==> config.mk <==
export PLATFORM = sky130hd
export DESIGN_NAME = clk_div_monitor
export DESIGN_NICKNAME = d
export VERILOG_FILES = /design/src/rtl/clk_mon_pkg.sv /design/src/rtl/sync_rise_det.sv /design/src/rtl/clk_div_monitor.sv
export SDC_FILE = /design/constraint.sdc
export NUM_CORES = 1
export LEC_CHECK = 0
export CAP_MARGIN = 25
export CORE_MARGIN = 2
export CORE_UTILIZATION = 45
export DETAILED_ROUTE_END_ITERATION = 8
export DONT_BUFFER_PORTS = 1
export GPL_TIMING_DRIVEN = 1
export MAX_ROUTING_LAYER = met4
export PLACE_DENSITY = 0.67
export SKIP_LAST_GASP = 1
export SLEW_MARGIN = 20
export SYNTH_ARGS = -nofsm -noshare
export SYNTH_HDL_FRONTEND = slang
export SYNTH_SLANG_ARGS = --single-unit
export TNS_END_PERCENT = 5
==> constraint.sdc <==
create_clock -name clk_in -period 3 [get_ports clk_in]
set_input_delay 0.3 -clock clk_in [delete_from_list [all_inputs] [get_ports clk_in]]
set_output_delay 0.3 -clock clk_in [all_outputs]
set_load 0.1 [all_outputs]
==> src/rtl/clk_mon_pkg.sv <==
// Shared definitions for the divided-clock monitor: FSM states and default limits.
package clk_mon_pkg;

  typedef enum logic [1:0] {
    ST_IDLE = 2'd0,
    ST_ARM  = 2'd1,
    ST_MEAS = 2'd2
  } mon_state_e;

  localparam int DEF_CNT_W       = 8;
  localparam int DEF_EXP_PERIOD  = 11;
  localparam int DEF_EXP_HIGH    = 6;
  localparam int DEF_TOL         = 1;
  localparam int DEF_LOCK_CNT    = 4;
  localparam int DEF_TIMEOUT     = 64;
  localparam int DEF_SYNC_STAGES = 2;

endpackage

==> src/rtl/sync_rise_det.sv <==
// Synchronizes an asynchronous level into clk_in and flags its rising transitions.
// The s and rise outputs are both registered and aligned: rise is high in the first cycle s reads 1.
module sync_rise_det #(
  parameter int STAGES = 2
) (
  input  logic clk_in,
  input  logic rst,
  input  logic din,
  output logic s,
  output logic rise
);

  logic [STAGES-1:0] chain_r;
  logic              s_r;
  logic              rise_r;

  // Synchronizer chain followed by an aligned level/edge output stage
  always_ff @(posedge clk_in or posedge rst) begin
    if (rst) begin
      chain_r <= '0;
      s_r     <= 1'b0;
      rise_r  <= 1'b0;
    end else begin
      chain_r[0] <= din;
      for (int i = 1; i < STAGES; i++) begin
        chain_r[i] <= chain_r[i-1];
      end
      s_r    <= chain_r[STAGES-1];
      rise_r <= chain_r[STAGES-1] & ~s_r;
    end
  end

  assign s    = s_r;
  assign rise = rise_r;

endmodule

==> src/rtl/clk_div_monitor.sv <==
// Measures period and high time of a divided clock in clk_in cycles, checks them
// against expected values, and reports lock and loss-of-toggle conditions.
module clk_div_monitor
  import clk_mon_pkg::*;
#(
  parameter int CNT_W       = DEF_CNT_W,
  parameter int EXP_PERIOD  = DEF_EXP_PERIOD,
  parameter int EXP_HIGH    = DEF_EXP_HIGH,
  parameter int TOL         = DEF_TOL,
  parameter int LOCK_CNT    = DEF_LOCK_CNT,
  parameter int TIMEOUT     = DEF_TIMEOUT,
  parameter int SYNC_STAGES = DEF_SYNC_STAGES
) (
  input  logic             clk_in,
  input  logic             rst,
  input  logic             en,
  input  logic             div_clk,
  output logic [CNT_W-1:0] period,
  output logic [CNT_W-1:0] high_time,
  output logic             meas_valid,
  output logic             mis_pulse,
  output logic             locked,
  output logic             timeout
);

  localparam int MW = $clog2(LOCK_CNT + 1);
  localparam int IW = $clog2(TIMEOUT + 1);
  localparam logic [CNT_W-1:0] CNT_MAX   = {CNT_W{1'b1}};
  localparam logic [CNT_W-1:0] CNT_ONE   = CNT_W'(1);
  localparam logic [CNT_W-1:0] EXP_P_C   = CNT_W'(EXP_PERIOD);
  localparam logic [CNT_W-1:0] EXP_H_C   = CNT_W'(EXP_HIGH);
  localparam logic [CNT_W-1:0] TOL_C     = CNT_W'(TOL);
  localparam logic [MW-1:0]    LOCK_C    = MW'(LOCK_CNT);
  localparam logic [IW-1:0]    TIMEOUT_C = IW'(TIMEOUT);

  function automatic logic [CNT_W-1:0] abs_diff(input logic [CNT_W-1:0] a,
                                                input logic [CNT_W-1:0] b);
    if (a >= b) begin
      abs_diff = a - b;
    end else begin
      abs_diff = b - a;
    end
  endfunction

  mon_state_e       state_r, state_nxt;
  logic [CNT_W-1:0] pcnt_r, pcnt_nxt, hcnt_r, hcnt_nxt;
  logic [CNT_W-1:0] period_r, period_nxt, high_r, high_nxt;
  logic [IW-1:0]    idle_r, idle_nxt, idle_inc_s;
  logic [MW-1:0]    match_r, match_nxt, match_inc_s;
  logic             mv_r, mv_nxt, mis_r, mis_nxt;
  logic             locked_r, locked_nxt, timeout_r, timeout_nxt;
  logic             samp_s, rise_s, good_s, idle_hit_s;
  logic [CNT_W-1:0] pcnt_inc_s, hcnt_inc_s;

  sync_rise_det #(.STAGES(SYNC_STAGES)) u_sync (
    .clk_in (clk_in),
    .rst    (rst),
    .din    (div_clk),
    .s      (samp_s),
    .rise   (rise_s)
  );

  assign pcnt_inc_s  = (pcnt_r == CNT_MAX) ? pcnt_r : pcnt_r + CNT_ONE;
  assign hcnt_inc_s  = (hcnt_r == CNT_MAX) ? hcnt_r : hcnt_r + CNT_ONE;
  assign idle_inc_s  = idle_r + IW'(1);
  assign idle_hit_s  = (idle_inc_s == TIMEOUT_C);
  assign match_inc_s = (match_r == LOCK_C) ? match_r : match_r + MW'(1);
  assign good_s      = (abs_diff(pcnt_r, EXP_P_C) <= TOL_C) &&
                       (abs_diff(hcnt_r, EXP_H_C) <= TOL_C);

  // Next-state and datapath decisions; en low overrides everything
  always_comb begin
    state_nxt   = state_r;
    pcnt_nxt    = pcnt_r;
    hcnt_nxt    = hcnt_r;
    idle_nxt    = idle_r;
    match_nxt   = match_r;
    period_nxt  = period_r;
    high_nxt    = high_r;
    mv_nxt      = 1'b0;
    mis_nxt     = 1'b0;
    locked_nxt  = locked_r;
    timeout_nxt = timeout_r;

    case (state_r)
      ST_IDLE: begin
        locked_nxt  = 1'b0;
        timeout_nxt = 1'b0;
        match_nxt   = '0;
        idle_nxt    = '0;
        if (en) begin
          state_nxt = ST_ARM;
        end else begin
          state_nxt = ST_IDLE;
        end
      end
      ST_ARM: begin
        if (rise_s) begin
          pcnt_nxt    = CNT_ONE;
          hcnt_nxt    = CNT_ONE;
          idle_nxt    = '0;
          timeout_nxt = 1'b0;
          state_nxt   = ST_MEAS;
        end else if (idle_hit_s) begin
          timeout_nxt = 1'b1;
          locked_nxt  = 1'b0;
          match_nxt   = '0;
          idle_nxt    = '0;
          state_nxt   = ST_ARM;
        end else begin
          idle_nxt = idle_inc_s;
        end
      end
      ST_MEAS: begin
        if (rise_s) begin
          period_nxt  = pcnt_r;
          high_nxt    = hcnt_r;
          mv_nxt      = 1'b1;
          pcnt_nxt    = CNT_ONE;
          hcnt_nxt    = CNT_ONE;
          idle_nxt    = '0;
          timeout_nxt = 1'b0;
          if (good_s) begin
            match_nxt  = match_inc_s;
            locked_nxt = (match_inc_s == LOCK_C);
          end else begin
            mis_nxt    = 1'b1;
            match_nxt  = '0;
            locked_nxt = 1'b0;
          end
        end else if (idle_hit_s) begin
          timeout_nxt = 1'b1;
          locked_nxt  = 1'b0;
          match_nxt   = '0;
          idle_nxt    = '0;
          state_nxt   = ST_ARM;
        end else begin
          pcnt_nxt = pcnt_inc_s;
          idle_nxt = idle_inc_s;
          if (samp_s) begin
            hcnt_nxt = hcnt_inc_s;
          end else begin
            hcnt_nxt = hcnt_r;
          end
        end
      end
      default: begin
        state_nxt = ST_IDLE;
      end
    endcase

    if (!en) begin
      state_nxt   = ST_IDLE;
      pcnt_nxt    = pcnt_r;
      hcnt_nxt    = hcnt_r;
      period_nxt  = period_r;
      high_nxt    = high_r;
      mv_nxt      = 1'b0;
      mis_nxt     = 1'b0;
      locked_nxt  = 1'b0;
      timeout_nxt = 1'b0;
      match_nxt   = '0;
      idle_nxt    = '0;
    end else begin
      state_nxt = state_nxt;
    end
  end

  // State, counters and registered outputs
  always_ff @(posedge clk_in or posedge rst) begin
    if (rst) begin
      state_r   <= ST_IDLE;
      pcnt_r    <= '0;
      hcnt_r    <= '0;
      idle_r    <= '0;
      match_r   <= '0;
      period_r  <= '0;
      high_r    <= '0;
      mv_r      <= 1'b0;
      mis_r     <= 1'b0;
      locked_r  <= 1'b0;
      timeout_r <= 1'b0;
    end else begin
      state_r   <= state_nxt;
      pcnt_r    <= pcnt_nxt;
      hcnt_r    <= hcnt_nxt;
      idle_r    <= idle_nxt;
      match_r   <= match_nxt;
      period_r  <= period_nxt;
      high_r    <= high_nxt;
      mv_r      <= mv_nxt;
      mis_r     <= mis_nxt;
      locked_r  <= locked_nxt;
      timeout_r <= timeout_nxt;
    end
  end

  assign period     = period_r;
  assign high_time  = high_r;
  assign meas_valid = mv_r;
  assign mis_pulse  = mis_r;
  assign locked     = locked_r;
  assign timeout    = timeout_r;

endmodule

==> run summary, run 1 <==
The run finished with clean final reports. The number of global-route vias before repair came to ~2.2k. By area, the combinational part of the netlist is dominated by compound AO/OA/AOI/OAI gates. Setup repair after global routing left no endpoint under its margin. The post-route antenna net violation count is 0.

The number of hold-slack violations in the final timing report is 0. The final worst-path setup slack is 0.329 ns. STA classifies the critical path startpoint as a register. The I/O pin count came out at 24. The core area is around 0.0067 mm². STA classifies the critical path endpoint as a register. The normalized max-slew margin is 38.1%. In this run the register-to-register setup slack is 0.33 ns.

The global-route wire length before repair came out at 11000 µm. The initial antenna violation count is 0. The total routing usage reported by global routing is 18.8%. The total power density per cell area is 428 mW/mm². The number of slew-limit violations in the final report is 0.

The vertical die dimension is roughly 87 µm. The post-synthesis cell count is 334. The total wirelength of the detailed-routed design is 6310 µm. The number of antenna diodes in the final layout is 0. The synthesized design contains 0 enable-type register cells.

The layout overhead on the synthesized area came out at 5.69%. The path class of the lowest-slack min-delay path is in2reg. The clock slew at the register clock pins of the worst setup and hold paths came out at 0.09 ns. The number of iterations in the first detailed-routing pass came out at 4.

The final RePlAce weighted congestion is 0.899. The endpoint identified for the worst register-to-register timing path is hcnt_r[5]$_DFFE_PP0P_. The detailed-route wire length per cell is 15.4 µm. During placement, the flow inserted port buffers numbering 0. The worst hold path begins at div_clk. The DRC violations left came out at 0. The critical path is of the reg2reg type. The cell at the root of the clock tree is sky130_fd_sc_hd__clkbuf_8.

The layout cell share with drive strength beyond 1 is 10.3%. Dividing the final minimum period by the clock period gives between 80% and 90%. The destination of the worst hold path is u_sync.chain_r[0]$_DFF_PP0_.

The initial cell density of the core is between 40% and 50%. The synthesized-area fraction occupied by ao, oa, aoi and oai cells came out at 21.6%. Along the worst path, the maximum fanout reaches 11. In this run the post-CTS setup repair buffer count came out at 0. The number of library cell types mapped by synthesis came out at 60. The register bit total from synthesis came out at 52. The synthesized area came out at 0.00308 mm².

At the pin with the least slew margin, the transition time is 0.929 ns. The total negative slack is 0 ns. The total grt overflow is 0. For the final database, setup skew stands at 0.00733 ns. Setup violations remaining at the end of the flow were counted as 0. The number of warning messages in the yosys log is 0.

Summed over all nets, the half-perimeter wirelength after detailed placement is between 4000 and 5000 µm. The clock passes through at most 2 buffers. The area of the die is 0.00751 mm². The static leakage is 1.45 nW. The number of sinks on the clock net came out at 52.

The largest net degree at the start of global routing is 29. The arrival time of data at the critical path endpoint is 2.86 ns. The share of the synthesized netlist area taken by xor and xnor gates came out at 0.285%. The share of synthesized cell area in and, or, nand and nor gates came out at 20.6%. The fraction of registers with async set/reset is 100%.

The final net count is between 300 and 400. The worst hold path passes through 0 cells. The total via count after detailed routing came out at 2452. The post-route total power is 1.39 mW.

The fill cell total of the finished layout came out at around 610. The number of DRC markers after the initial detailed-route iteration came out at 140. The clock reaches the later pin of the worst-skew pair after about 0.3 ns. The startpoint identified for the worst register-to-register timing path is hcnt_r[1]$_DFFE_PP0P_. Using the TritonRoute via totals, the vias-per-cell ratio works out to 5.98. The time the worst path needs with I/O delays and setup came out at between 2 and 3 ns. The max-cap check violation count is 0. VDD sags by at most 0.228 mV. Sequential elements use between 40% and 50% of the synthesized area. The CTS tree is yes.

The H-tree was split into 2 levels. After synthesis, the share of cell area in mux cells is between 4 and 5%. The width of the die came out at 86.7 µm. The highest achievable clock rate is about 0.37 GHz. The cell row count came out at 30. The logic depth of the worst register-to-register path is 6.

The post-synthesis adder-cell area fraction is 6.51%. The number of buffers created by CTS is 5. Each instance of the synthesized netlist takes up on average 9.21 µm². The net count after synthesis is 354. The required time reported for the critical path endpoint is 3.19 ns. Among all flip-flop cells after synthesis, the most frequent one is sky130_fd_sc_hd__dfrtp_1. The placement-stage worst setup slack came out at 0.375 ns.
[final cells by class]
class / instances / area, µm² / share of cell area (%)
timing repair buffer: 6 / 60.1 / 1.85
sequential: 52 / 1300 / 40.0
clock inverter: 1 / 7.51 / 0.231
clock buffer: 7 / 86.3 / 2.65
tap: 80 / 100 / 3.08
multi-input combinational: 248 / 1640 / 50.3
inverter: 16 / 60.1 / 1.85
[stage by stage]
| stage | hold slack [ns] | util, % | instances | area, µm² |
|---|---|---|---|---|
| finish | 0.0254 | 48.4 | 410 | 3250 |
| global route | 0.00873 | 48.4 | 410 | 3250 |
| CTS | 0.0139 | 48.4 | 410 | 3250 |
| detailed placement | 0.258 | 46.9 | 401 | 3150 |
| global placement | 0.331 | 46.6 | 400 | 3130 |
| floorplan | 0.331 | - | 334 | 3080 |
[cell families after synthesis]
| logic type | Yosys count |
|---|---|
| muxes | 12 |
| buffers and inverters | 34 |
| xor gates and xnor gates | 1 |
| DFF | 52 |
| AOI/OAI and AO/OA | 99 |
| adders and majority gates | 16 |
| and+or+nand+nor | 120 |
[sequential cells by signal, indices dropped and copies added, names as in the netlist]
signal,count
pcnt_r,8
idle_r,7
mis_pulse,1
meas_valid,1
period,8
u_sync.rise,1
match_r,3
state_r,2
locked,1
hcnt_r,8
u_sync.chain_r,2
u_sync.s,1
high_time,8
timeout,1
[metal layers]
layer | vias to the layer above | wire length, µm | GRT usage [%]
met5 | - | 0 | -
met4 | 0 | 69 | 5.54
met3 | 7 | 252 | 3.81
met2 | 53 | 2960 | 27.9
met1 | 1170 | 3030 | 26.1
li1 | 1222 | - | -
[critical path: stages (launching register included)]
cell and delay [ns]:
sky130_fd_sc_hd__dfrtp_1 0.50, sky130_fd_sc_hd__ha_1 0.29, sky130_fd_sc_hd__and3_1 0.22, sky130_fd_sc_hd__and3_1 0.21
sky130_fd_sc_hd__a311o_1 0.37, sky130_fd_sc_hd__or4_1 0.58, sky130_fd_sc_hd__o41ai_1 0.38
[cells in the final DEF (no fill, tap or decap), types with 6 or more instances in the layout]
master,count
sky130_fd_sc_hd__nor2_1,20
sky130_fd_sc_hd__o21ai_1,8
sky130_fd_sc_hd__dfrtp_1,52
sky130_fd_sc_hd__nand3_1,12
sky130_fd_sc_hd__nand2_1,37
sky130_fd_sc_hd__and3_1,6
sky130_fd_sc_hd__nor3_1,11
sky130_fd_sc_hd__mux2_2,9
sky130_fd_sc_hd__inv_1,14
sky130_fd_sc_hd__a21oi_1,22
sky130_fd_sc_hd__ha_1,16
sky130_fd_sc_hd__o21ai_0,22
sky130_fd_sc_hd__clkbuf_8,6
[power breakdown]
| group | leakage [nW] | internal, mW | total (mW) | switching, mW |
|---|---|---|---|---|
| combinational | 0.704 | 0.0691 | 0.177 | 0.108 |
| sequential | 0.706 | 0.722 | 0.806 | 0.0844 |
| clock | 0.0445 | 0.188 | 0.408 | 0.220 |
| total | 1.45 | 0.979 | 1.39 | 0.413 |
[synth_stat cells, types with 6 or more instances]
| library cell | n | area (µm²) |
|---|---|---|
| sky130_fd_sc_hd__dfrtp_1 | 52 | 1300 |
| sky130_fd_sc_hd__nand2_1 | 37 | 139 |
| sky130_fd_sc_hd__a21oi_1 | 22 | 110 |
| sky130_fd_sc_hd__o21ai_0 | 22 | 110 |
| sky130_fd_sc_hd__nor2_1 | 20 | 75.1 |
| sky130_fd_sc_hd__clkbuf_1 | 16 | 60.1 |
| sky130_fd_sc_hd__ha_1 | 16 | 200 |
| sky130_fd_sc_hd__inv_1 | 15 | 56.3 |
| sky130_fd_sc_hd__nand3_1 | 12 | 60.1 |
| sky130_fd_sc_hd__nor3_1 | 11 | 55.1 |
| sky130_fd_sc_hd__mux2_2 | 9 | 101 |
| sky130_fd_sc_hd__o21ai_1 | 8 | 40.0 |
| sky130_fd_sc_hd__and3_1 | 6 | 37.5 |
[what timing repair did]
item / in CTS / in global routing
gates resized for setup: 0 / 0
hold buffers: 1 / 0
endpoints found under the hold margin: 24 / 0
[how the worst max path moves through the flow]
stage / start / end / slack, ns / cells after the start
after CTS: hcnt_r[1]$_DFFE_PP0P_ / hcnt_r[5]$_DFFE_PP0P_ / 0.34 / 6
after global routing: idle_r[0]$_DFFE_PP0P_ / hcnt_r[5]$_DFFE_PP0P_ / 0.06 / 8
final: hcnt_r[1]$_DFFE_PP0P_ / hcnt_r[5]$_DFFE_PP0P_ / 0.33 / 6
after detailed placement: hcnt_r[1]$_DFFE_PP0P_ / hcnt_r[5]$_DFFE_PP0P_ / 0.38 / 6
after floorplan: pcnt_r[2]$_DFFE_PP0P_ / match_r[2]$_DFFE_PP0P_ / 0.55 / 10
after global placement: hcnt_r[1]$_DFFE_PP0P_ / hcnt_r[5]$_DFFE_PP0P_ / 0.39 / 6
(Power assumes the default switching activity.)
==> run 2, diff against run 1 <==
--- a/config.mk
+++ b/config.mk
@@ -6,7 +6,7 @@
 export NUM_CORES = 1
 export LEC_CHECK = 0
 export CAP_MARGIN = 25
-export CORE_MARGIN = 2
+export CORE_MARGIN = 3
 export CORE_UTILIZATION = 45
 export DETAILED_ROUTE_END_ITERATION = 8
 export DONT_BUFFER_PORTS = 1
==> run 2 against run 1 <==
Die area grew 4.7%; clock-buffer cell count did not move; register-to-register slack barely moved; clock skew is essentially flat; critical path depth stayed put; hold slack gained 0.081 ns; sequential cell count is the same; core utilization up 2.0 points.
==> run summary, run 2 (synthesized netlist as in run 1, its figures left out) <==
The number of buffers created by CTS came out at 5 (unchanged). The total routing usage reported by global routing came to 19.2% (+0.35 points). The detailed placement HPWL is 4750 µm (+0.71%). The hold-fix buffer count after cts is 1 (unchanged). The largest fanout on the critical path was 11 (unchanged). Leaving out fill and tap cells, the most frequent cells in the layout are 52 x sky130_fd_sc_hd__dfrtp_1, 37 x sky130_fd_sc_hd__nand2_1, 22 x sky130_fd_sc_hd__o21ai_0, 22 x sky130_fd_sc_hd__a21oi_1, 20 x sky130_fd_sc_hd__nor2_1. The placed cell area was 0.00312 mm² (-0.76%). The number of H-tree branching levels came out at 2 (unchanged). The number of slew-limit violations in the final report is 0 (unchanged). The post-cts resize count is 0 (unchanged). The post-route antenna net violation count was 0 (unchanged). The category of cells accounting for the largest share of critical-path delay is simple AND/OR/NAND/NOR gates.

The initial cell density of the core was 47.4% (+1.6 points). TritonCTS built the clock tree. The longest individual stage delay on the worst path came to 0.58 ns (about the same).

The total power density per cell area came to 460 mW/mm² (+7.6%). The highest achievable clock rate came out at 0.373 GHz (-0.48%). The slew of the pin with the lowest slew margin came out at 0.916 ns (-0.0133 ns). STA classifies the critical path startpoint as a register. CTS placed an instance of sky130_fd_sc_hd__clkbuf_8 at the clock tree root.

The I/O pin count came to 24 (unchanged). The path class of the tightest hold or removal check is in2reg. The global-route wire length before repair came out at 11500 µm (+4.7%).

The layout overhead on the synthesized area is 6.30%. The vertical die dimension was 88.7 µm (+2.3%). The cell row count is 29 (-3.3%). The slowest stage of the critical path is the sky130_fd_sc_hd__or4_1 cell. The number of setup buffers added after CTS is 0 (unchanged). The clock latency reported for the late side of the worst-skew pair is 0.31 ns (about the same). The count of endpoints failing setup in the final report is 0 (unchanged). The multi-input combinational cell area came to 0.00164 mm² (unchanged). The sum of buffers and inverters on the critical path is 0 (unchanged).

The area of the die was 0.00787 mm² (+4.7%). The critical path is of the reg2reg type. The sequential standard cell area is 0.00130 mm² (unchanged). The final net count came out at 349 (unchanged). The initial antenna violation count came out at 0 (unchanged).

The diode insertion count for antenna repair is 0 (unchanged). The time the worst path needs with I/O delays and setup is 2.68 ns (+0.0130 ns). The most common library cell in the layout ignoring fill and taps is sky130_fd_sc_hd__dfrtp_1. The total negative slack came out at 0 ns (unchanged). The portion of the clock cycle consumed by the worst path in the final layout came out at 89.5% (+0.43 points). In this design, the critical path's most frequently occurring cell is sky130_fd_sc_hd__and3_1. The core area was 0.00649 mm² (-3.3%). The number of sinks on the clock net came out at 52 (unchanged). The number of global-route vias before repair is 2353 (+5.1%).

The DRC violations left was 0 (unchanged). The total wirelength of the detailed-routed design came out at 6530 µm (+3.5%). The static leakage is 1.47 nW (+0.97%). Walking the worst path, the cells encountered are ha_1 > and3_1 > and3_1 > a311o_1 > or4_1 > o41ai_1. The largest net degree at the start of global routing came to 32 (+10%). The final worst clock skew is 0.00734 ns (+0.0000124 ns).

The arrival time of data at the critical path endpoint is 2.89 ns (+0.03 ns). The worst vdd rail ir drop is 0.230 mV (+1.1%). The fill cell total of the finished layout came to 610 (-0.65%).

The number of iterations in the first detailed-routing pass came out at 4 (unchanged). The cell area after layout came to 0.00327 mm² (+0.58%). The total grt overflow came to 0 (unchanged). The mean number of vias per cell came out at 6.07 (+1.6%). STA classifies the critical path endpoint as a register. The total via count after detailed routing is 2472 (+0.82%). The max-cap check violation count is 0 (unchanged). The layout cell share with drive strength beyond 1 came out at 10.3% (unchanged).

The final RePlAce weighted congestion is 0.917 (+2.0%). The detailed-route wire length per cell is 16.0 µm (+4.2%). The required time reported for the critical path endpoint is 3.20 ns (about the same).

The maximum clock path buffer count is 2 (unchanged). The run finished with clean final reports. The count of buffers from port buffering came out at 0 (unchanged). The number of DRC markers after the initial detailed-route iteration came out at 138 (-1.4%). The clock slew at the register clock pins of the worst setup and hold paths was 0.09 ns (about the same). The number of hold-slack violations in the final timing report came out at 0 (unchanged). Setup repair after global routing left no endpoint under its margin.

The width of the die is 88.7 µm (+2.3%). The normalized max-slew margin was 38.9% (+0.89 points).
[run 2: cell types whose count changed in the layout (fill, tap and decap cells not counted), sizes merged]
cell         change
buf              -1
bufinv           +1
clkinvlp         -1
dlygate4sd3      +1
[run 2: worst paths after layout]
check / slack (ns) / cells past startpoint / startpoint / end
hold reg to reg: 0.36 / 0 / u_sync.chain_r[0]$_DFF_PP0_ / u_sync.chain_r[1]$_DFF_PP0_
min in group asynchronous: 0.53 / 2 / rst / match_r[0]$_DFFE_PP0P_
max in group asynchronous: 1.73 / 3 / rst / pcnt_r[3]$_DFFE_PP0P_
setup / recovery: 0.32 / 6 / hcnt_r[1]$_DFFE_PP0P_ / hcnt_r[5]$_DFFE_PP0P_
setup reg to reg: 0.32 / 6 / hcnt_r[1]$_DFFE_PP0P_ / hcnt_r[5]$_DFFE_PP0P_
hold / removal: 0.11 / 1 / en / state_r[0]$_DFFE_PP0N_
[run 2: report_power, final]
group / internal [mW] / total [mW] / switching (mW)
Sequential: 0.722 / 0.808 / 0.0865
Clock: 0.294 / 0.523 / 0.228
Combinational: 0.0671 / 0.175 / 0.108
Total: 1.08 / 1.51 / 0.423
[run 2: layout make-up]
cell class	count	area share (%)
Sequential cell	52	39.8
Timing Repair Buffer	6	1.53
Inverter	16	1.84
Tap cell	77	2.95
Clock buffer	7	2.95
Clock inverter	1	0.918
Multi-Input combinational cell	248	50.0
[run 2: stage by stage]
| stage | util [%] | setup WS [ns] | std cells | power, mW | hold slack (ns) |
|---|---|---|---|---|---|
| 5_1_grt | 50.4 | 0.136 | 407 | 1.58 | 0.115 |
| 3_3_place_gp | 48.1 | 0.412 | 397 | 0.992 | 0.306 |
| 4_1_cts | 50.2 | 0.326 | 406 | 1.52 | 0.00207 |
| 2_1_floorplan | - | 0.553 | 334 | 0.954 | 0.331 |
| 3_5_place_dp | 48.1 | 0.361 | 397 | 0.995 | 0.322 |
| 6_report | 50.4 | 0.316 | 407 | 1.51 | 0.107 |
[run 2: metal layers]
layer / GRT usage (%) / vias up / wire length [µm]
li1: - / 1214 / -
met1: 26.6 / 1213 / 3160
met2: 28.7 / 38 / 3080
met3: 3.72 / 7 / 211
met4: 5.08 / 0 / 79
met5: - / - / 0
==> run 3, diff against run 2 <==
--- a/config.mk
+++ b/config.mk
@@ -6,13 +6,15 @@
 export NUM_CORES = 1
 export LEC_CHECK = 0
 export CAP_MARGIN = 25
+export CELL_PAD_IN_SITES_DETAIL_PLACEMENT = 0
+export CELL_PAD_IN_SITES_GLOBAL_PLACEMENT = 1
 export CORE_MARGIN = 3
 export CORE_UTILIZATION = 45
 export DETAILED_ROUTE_END_ITERATION = 8
 export DONT_BUFFER_PORTS = 1
 export GPL_TIMING_DRIVEN = 1
 export MAX_ROUTING_LAYER = met4
-export PLACE_DENSITY = 0.67
+export PLACE_DENSITY = 0.81
 export SKIP_LAST_GASP = 1
 export SLEW_MARGIN = 20
 export SYNTH_ARGS = -nofsm -noshare
==> run 3 against run 2 <==
Cell count unchanged; sequential cell count unchanged; global-route usage is 0.36 points lower; die area did not move; via count down 0.20%; fmax down 0.19%; clock skew up 0.0042 ns; sequential power about the same; clock-buffer cell count is 1 higher; wire length is 0.83% higher; hold slack lost 0.083 ns; critical endpoint unchanged.
==> run summary, run 3 (synthesized netlist as in run 1, its figures left out) <==
The run finished with clean final reports. The I/O pin count came out at 24 (unchanged). TritonCTS built the clock tree.

The total via count after detailed routing is 2467 (-0.20%). The clock latency reported for the late side of the worst-skew pair came out at 0.31 ns (about the same). The area of the die is 0.00787 mm² (unchanged). The detailed-route wire length per cell came out at 16.2 µm (+0.83%). The number of hold-slack violations in the final timing report is 0 (unchanged). The detailed placement HPWL is 4870 µm (+2.5%). The critical path class is reg2reg. The logic depth of the worst register-to-register path came out at 6 (unchanged). The initial cell density of the core came out at 47.4% (unchanged). The post-cts resize count came out at 0 (unchanged).

The path class of the lowest-slack min-delay path is in2reg. The width of the die came to 88.7 µm (unchanged). The count of placed standard cells in the final layout, fillers left out came to 407 (unchanged).

The number of sinks on the clock net is 52 (unchanged). The highest achievable clock rate came out at 0.372 GHz (-0.19%). The post-route antenna net violation count came out at 0 (unchanged).

The worst vdd rail ir drop came out at 0.241 mV (+4.8%). The slew of the pin with the lowest slew margin is 0.932 ns (+0.0162 ns). Setup repair after global routing left no endpoint under its margin. The top cell types in the final layout, fill and taps aside, are 52 x sky130_fd_sc_hd__dfrtp_1, 37 x sky130_fd_sc_hd__nand2_1, 22 x sky130_fd_sc_hd__o21ai_0, 22 x sky130_fd_sc_hd__a21oi_1, 20 x sky130_fd_sc_hd__nor2_1.

The total routing usage reported by global routing came out at 18.8% (-0.36 points). The total negative slack came out at 0 ns (unchanged). The required time reported for the critical path endpoint was 3.19 ns (about the same). The mean number of vias per cell was 6.06 (-0.20%). The cell row count was 29 (unchanged). Leaving out fill and tap cells, the most frequent cell in the layout is sky130_fd_sc_hd__dfrtp_1. The longest individual stage delay on the worst path came out at 0.59 ns (about the same). The placement-stage worst setup slack is 0.314 ns (-0.0472 ns). The capturing element type of the critical path is a register.

The initial antenna violation count came out at 0 (unchanged). The cell at the root of the clock tree is sky130_fd_sc_hd__clkbuf_8. The DRC violations left is 0 (unchanged). The maximum clock path buffer count is 2 (unchanged).

The global-route wire length before repair came out at 11500 µm (-0.18%). The cell type with the highest occurrence count on the critical path is sky130_fd_sc_hd__and3_1. The largest fanout on the critical path is 8 (-3). The portion of the clock cycle consumed by the worst path in the final layout is 89.6% (+0.17 points). The depth of the critical timing path with buffers and inverters included is 6 (unchanged).

The post-route core utilization is 50.0% (-0.40 points). The count of endpoints failing setup in the final report came to 0 (unchanged). The total wirelength of the detailed-routed design is 6590 µm (+0.83%). The number of iterations in the first detailed-routing pass is 4 (unchanged). The count of buffers from port buffering came out at 0 (unchanged). The number of buffers created by CTS came out at 5 (unchanged).

The static leakage is 1.46 nW (-0.89%). The vertical die dimension came out at 88.7 µm (unchanged). The normalized max-slew margin is 37.9% (-1.1 points). The number of slew-limit violations in the final report came out at 0 (unchanged). The layout overhead on the synthesized area came out at 5.45%. The max-cap check violation count came out at 0 (unchanged). The sum of buffers and inverters on the critical path is 0 (unchanged). The core area is 0.00649 mm² (unchanged). The kind of start point of the critical path is a register. The total grt overflow is 0 (unchanged).

The total power density per cell area is 431 mW/mm² (-6.4%). The clock slew at the register clock pins of the worst setup and hold paths is 0.08 ns (about the same). The final worst clock skew is 0.0116 ns (+0.00424 ns). The layout cell share with drive strength beyond 1 is 10.0% (-0.30 points). The number of global-route vias before repair came out at 2364 (+0.47%). The time the worst path needs with I/O delays and setup came out at 2.69 ns (+0.00500 ns).

The final net count is 349 (unchanged). The signal on the critical path passes through ha_1 > and3_1 > and3_1 > a311o_1 > or4_1 > o41ai_1. The number of cells on the worst hold path came out at 0 (-1). The number of DRC markers after the initial detailed-route iteration came to 135 (-2.2%). The number of instances in the placed design is 398 (+0.25%). The final worst-path setup slack came out at 0.311 ns (-0.00499 ns). The largest net degree at the start of global routing is 31 (-3.1%). The diode insertion count for antenna repair is 0 (unchanged). The number of H-tree branching levels came out at 2 (unchanged). Among all stages on the critical path, the largest delay is contributed by sky130_fd_sc_hd__or4_1. The arrival time of data at the critical path endpoint is 2.88 ns (about the same). Broken down by cell family, the worst path's largest delay share belongs to simple AND/OR/NAND/NOR gates.

The final RePlAce weighted congestion is 0.823 (-10%).
==> run 3: cell type report <==
class	count	area, µm²
Fill cell	627	3250
Multi-Input combinational cell	248	1640
Sequential cell	52	1300
Tap cell	77	96.3
Clock buffer	8	90.1
Timing Repair Buffer	6	60.1
Inverter	16	60.1
==> run 3: final timing paths <==
check                                              end  slack, ns                   startpoint
setup / recovery                 hcnt_r[5]$_DFFE_PP0P_       0.31        hcnt_r[0]$_DFFE_PP0P_
hold / removal             u_sync.chain_r[0]$_DFF_PP0_       0.02                      div_clk
setup reg to reg                 hcnt_r[5]$_DFFE_PP0P_       0.31        hcnt_r[0]$_DFFE_PP0P_
hold reg to reg            u_sync.chain_r[1]$_DFF_PP0_       0.36  u_sync.chain_r[0]$_DFF_PP0_
max in group asynchronous     high_time[7]$_DFFE_PP0P_       2.00                          rst
min in group asynchronous        period[2]$_DFFE_PP0P_       0.48                          rst
==> run 3: where the power goes <==
group / switching (mW) / internal, mW
Combinational: 0.110 / 0.0693
Clock: 0.223 / 0.189
Sequential: 0.0848 / 0.722
Total: 0.418 / 0.980
==> run 3: routing by layer <==
metal  wire [µm]  GRT usage, %  part of all wire [%]  up-vias
met3         252          4.00                   3.8       12
met2        3060          29.1                    46       43
met1        3160          24.7                    48     1191
met5           0             -                     0        -
li1            -             -                     -     1221
met4         112          5.91                   1.7        0
==> run 3: repair_timing <==
item | CTS | global route
setup endpoints to repair | 0 | 0
endpoints found under the hold margin | 22 | 0
buffers inserted | 0 | 0
hold buffers | 1 | 0
==> run 3: metrics by stage <==
step                cell area, µm²  hold WS [ns]  power (mW)
global route                  3240       0.00168        1.48
finish                        3240        0.0242        1.40
CTS                           3240        0.0108        1.41
floorplan                     3080         0.331       0.954
global placement              3120         0.331       0.995
detailed placement            3140         0.249       0.999
